<file path="config.mk">
export PLATFORM = sky130hd
export DESIGN_NAME = regs_file
export DESIGN_NICKNAME = d
export VERILOG_FILES = /design/src/rtl/regs_pkg.sv /design/src/rtl/regs_read_port.sv /design/src/rtl/regs_file.sv
export SDC_FILE = /design/constraint.sdc
export NUM_CORES = 2
export LEC_CHECK = 0
export CORE_ASPECT_RATIO = 0.75
export CORE_MARGIN = 2
export CORE_UTILIZATION = 26
export CTS_CLUSTER_DIAMETER = 150
export DETAILED_ROUTE_END_ITERATION = 8
export GPL_TIMING_DRIVEN = 0
export HOLD_SLACK_MARGIN = 0.06
export PLACE_DENSITY = 0.46
export SLEW_MARGIN = 0
export SYNTH_ARGS = -nofsm -noshare
export SYNTH_HDL_FRONTEND = slang
export SYNTH_HIERARCHICAL = 1
export SYNTH_SLANG_ARGS = --single-unit
</file>
<file path="constraint.sdc">
create_clock -name Clk -period 34.7 [get_ports Clk]
set_input_delay 3.47 -clock Clk [delete_from_list [all_inputs] [get_ports Clk]]
set_output_delay 3.47 -clock Clk [all_outputs]
set_load 0.01 [all_outputs]
</file>
<file path="src/rtl/regs_pkg.sv">
// Shared widths and types for the 32 x 32-bit CPU register file.
package regs_pkg;

   localparam int DATA_W   = 32;
   localparam int ADDR_W   = 5;
   localparam int NUM_REGS = 2 ** ADDR_W;

   typedef logic [DATA_W-1:0] data_t;
   typedef logic [ADDR_W-1:0] addr_t;

   localparam addr_t ZERO_REG = '0;

endpackage

</file>
<file path="src/rtl/regs_read_port.sv">
// One combinational read port: address mux with zero-register and reset forcing.
// Optional write-to-read forwarding when REGS_BYPASS_EN is defined.
module regs_read_port
   import regs_pkg::*;
(
   input  logic  reset,
   input  addr_t r_addr,
   input  data_t regs [NUM_REGS],
`ifdef REGS_BYPASS_EN
   input  logic  wr_en,
   input  addr_t wr_addr,
   input  data_t wr_data,
`endif
   output data_t r_data
);

   always_comb begin
      r_data = regs[r_addr];
`ifdef REGS_BYPASS_EN
      // Forward the value being written this cycle so the reader sees it before the edge.
      if (wr_en && (wr_addr != ZERO_REG) && (wr_addr == r_addr)) begin
         r_data = wr_data;
      end
`endif
      if (reset || (r_addr == ZERO_REG)) begin
         r_data = '0;
      end
   end

endmodule

</file>
<file path="src/rtl/regs_file.sv">
// 32 x 32-bit register file: two combinational read ports, one synchronous write port.
// Define REGS_BYPASS_EN to forward write data to a matching read port in the same cycle.
module regs_file
   import regs_pkg::*;
(
   input  logic              Clk,
   input  logic              Reset,
   input  logic [ADDR_W-1:0] R_Addr_A,
   input  logic [ADDR_W-1:0] R_Addr_B,
   input  logic [ADDR_W-1:0] W_Addr,
   input  logic [DATA_W-1:0] W_Data,
   input  logic              Write_reg,
   output logic [DATA_W-1:0] R_Data_A,
   output logic [DATA_W-1:0] R_Data_B
);

   data_t regs_reg [NUM_REGS];
   addr_t rd_addr  [2];
   data_t rd_data  [2];

   // Entry 0 is cleared by reset and never written, so it stays constant zero.
   always_ff @(posedge Clk or posedge Reset) begin
      if (Reset) begin
         for (int i = 0; i < NUM_REGS; i++) begin
            regs_reg[i] <= '0;
         end
      end else if (Write_reg && (W_Addr != ZERO_REG)) begin
         regs_reg[W_Addr] <= W_Data;
      end
   end

   assign rd_addr[0] = R_Addr_A;
   assign rd_addr[1] = R_Addr_B;
   assign R_Data_A   = rd_data[0];
   assign R_Data_B   = rd_data[1];

   genvar gi;
   generate
      for (gi = 0; gi < 2; gi++) begin : g_rd
         regs_read_port u_port (
            .reset   (Reset),
            .r_addr  (rd_addr[gi]),
            .regs    (regs_reg),
`ifdef REGS_BYPASS_EN
            .wr_en   (Write_reg),
            .wr_addr (W_Addr),
            .wr_data (W_Data),
`endif
            .r_data  (rd_data[gi])
         );
      end
   endgenerate

endmodule

</file>
==> run summary <==
CTS root buffer -> clkbuf_16
Routability cong. -> 0.934
Crit share post-route -> 34.0%
Met1 wire length -> 112 mm
Area growth syn-to-layout -> 16.2%
Max Root-Sink Buffers -> 3
Die Span Y -> 402 um
Startpoint Class -> primary input
Sinks on Clock Net -> 1023
Highest Clock Rate -> 84.8 MHz
I/O pin count -> 114
DRT Wirelength -> 249 mm
Unrepaired setup endpoints after global routing -> no
Core area -> 0.210 mm2
DR iter-0 viols -> 4586
Post-CTS sizing -> 0
Clk slew on worst S/H paths -> 60 ps
Global Route Usage Sum -> 22.7%
Antenna violations before repair -> 18
Max layer used -> met5
Final Hold Viols -> 0
VDD IR max -> 0.0000397 V
Routed WL per cell -> 35.0 um
# fillers -> 21.2k
Htree depth -> 3
Port bufs -> 109
Vias per cell -> 5.50
Die width -> 535 um
Total CTS buffers -> 117
Status -> finished, violations left
DRC viols -> 0
Fin. max-slew vios -> 39
GRT overflow -> 0
Syn avg cell area -> 13.9 um2
Synth warn -> 6
Max-Cap Viols -> 5
Endpoints failing setup -> 0
Largest register FFs -> 1023
Final ANT Viol Nets -> 0
Post-DP HPWL -> 177 mm
PD cells -> 57.1 mW/mm2
Critical path data required time -> 31230 ps
Initial Util -> 26.1%
CP Capture Type -> output pin
TritonCTS clock tree -> yes
Clk Latency, worst-skew pair -> 750 ps
Met2 WL -> 104 mm
Post-Layout Cell Count -> 7109
First-pass GRT wire length -> 336 mm
Post-CTS Setup Bufs -> 0
Syn Nets -> 4008
Leak -> 0.0278 uW
Final nets -> 4247
Total number of vias -> 39.1k
Failing checks -> max-capacitance violations, max-slew violations
Sequential cell area -> 0.0256 mm2
Post-Synthesis Cells -> 3958
Die ar. -> 0.215 mm2
Hold Path Class -> register to register
Setup TNS -> 0 ps
Post-route minimum period -> 11800 ps
Worst Path Max Fanout -> 15
Worst clock skew -> 0 ps
Mapped cell area -> 0.0549 mm2
Placed cell count -> 6890
Vias in the first global route -> 38.5k
Worst-Margin Slew -> 1560 ps
Fraction of layout cells with a size suffix above 1 -> 38.7%
Max-slew headroom -> -3.69%
Rows -> 146
Met3 routed WL -> 23.4 mm
Hold buffers post-CTS -> 0
CP Class -> primary input to output pin
Endpoint arrival time on the critical path -> 8330 ps
Multi-input logic area -> 0.0269 mm2
Drt pass-1 iters -> 5
Largest net degree at the start of global routing -> 112
==> layout make-up <==
| cell class | instances | area share, % |
|---|---|---|
| diodes | 7 | 0.0275 |
| clock inverters | 43 | 0.894 |
| inverters | 1 | 0.0177 |
| clock buffers | 169 | 5.29 |
| repair buffers | 120 | 2.19 |
| flip-flops and latches | 1023 | 40.1 |
| plain buffers | 445 | 3.76 |
| well taps | 2812 | 5.52 |
| multi-input cells | 2489 | 42.2 |
==> worst paths after layout <==
check | startpoint | endpoint | slack, ps | cells after the start
max in group asynchronous | Reset | regs_reg[417] | 28680 | 6
min in group asynchronous | Reset | regs_reg[601] | 3710 | 2
worst min-delay path | regs_reg[1008] | regs_reg[1008] | 470 | 1
worst min register to register | regs_reg[1008] | regs_reg[1008] | 470 | 1
worst max register to register | regs_reg[7] | regs_reg[7] | 33850 | 1
worst max-delay path | Reset | R_Data_A[26] | 22900 | 6
==> power by group <==
| group | switching, uW | leakage [uW] | total (uW) | internal [uW] |
|---|---|---|---|---|
| combinational | 357 | 0.0128 | 741 | 384 |
| sequential | 172 | 0.0131 | 1590 | 1420 |
| clock | 547 | 0.00193 | 1310 | 760 |
==> cell usage in the layout (no fill, tap or decap), drive strengths merged <==
master and count:
a21oi 2, or3 3, nor4bb 2, buf 255, nand2 74, and2b 2
and3b 2, mux4 254, nand4 65, a31oi 62, nor2b 8, and4bb 5
mux2i 514, clkinv 23, mux2 992, nor2 23, clkinvlp 7, nor4b 5
diode 7, nand4b 3, inv 2, nor3b 2, nor3 3, o21ai 2
bufinv 12, a22o 62, clkbuf 370, dfrtp 1023, nand3 132, nand2b 2
clkdlybuf4s50 109, and2 10, a211oi 2, a22oi 258
==> layer usage <==
layer | GRT usage (%) | up-vias
met5 | 0.201 | -
met4 | 7.43 | 8
met3 | 7.02 | 411
met2 | 32.9 | 1903
met1 | 31.9 | 21153
li1 | - | 15649
==> critical path, stage by stage <==
cell	delay [ps]
clkdlybuf4s50_1	840
nor3b_1	1400
clkbuf_1	980
nand3_1	510
nand4_1	480
clkdlybuf4s50_1	620
==> metrics by stage <==
step / hold WS [ps] / worst slack (ps) / instance area, um2 / util, % / total power, uW
CTS: 479 / 23160 / 63800 / 30.3 / 3650
global placement: 452 / -12110 / 59500 / 28.3 / 2310
finish: 471 / 22900 / 63800 / 30.3 / 3640
floorplan: 441 / 2440 / 54900 / - / 2070
detailed placement: 465 / 23170 / 59800 / 28.4 / 2340
global route: 497 / 23020 / 63800 / 30.3 / 3770
Note: power is estimated with default switching activity, not from simulation.
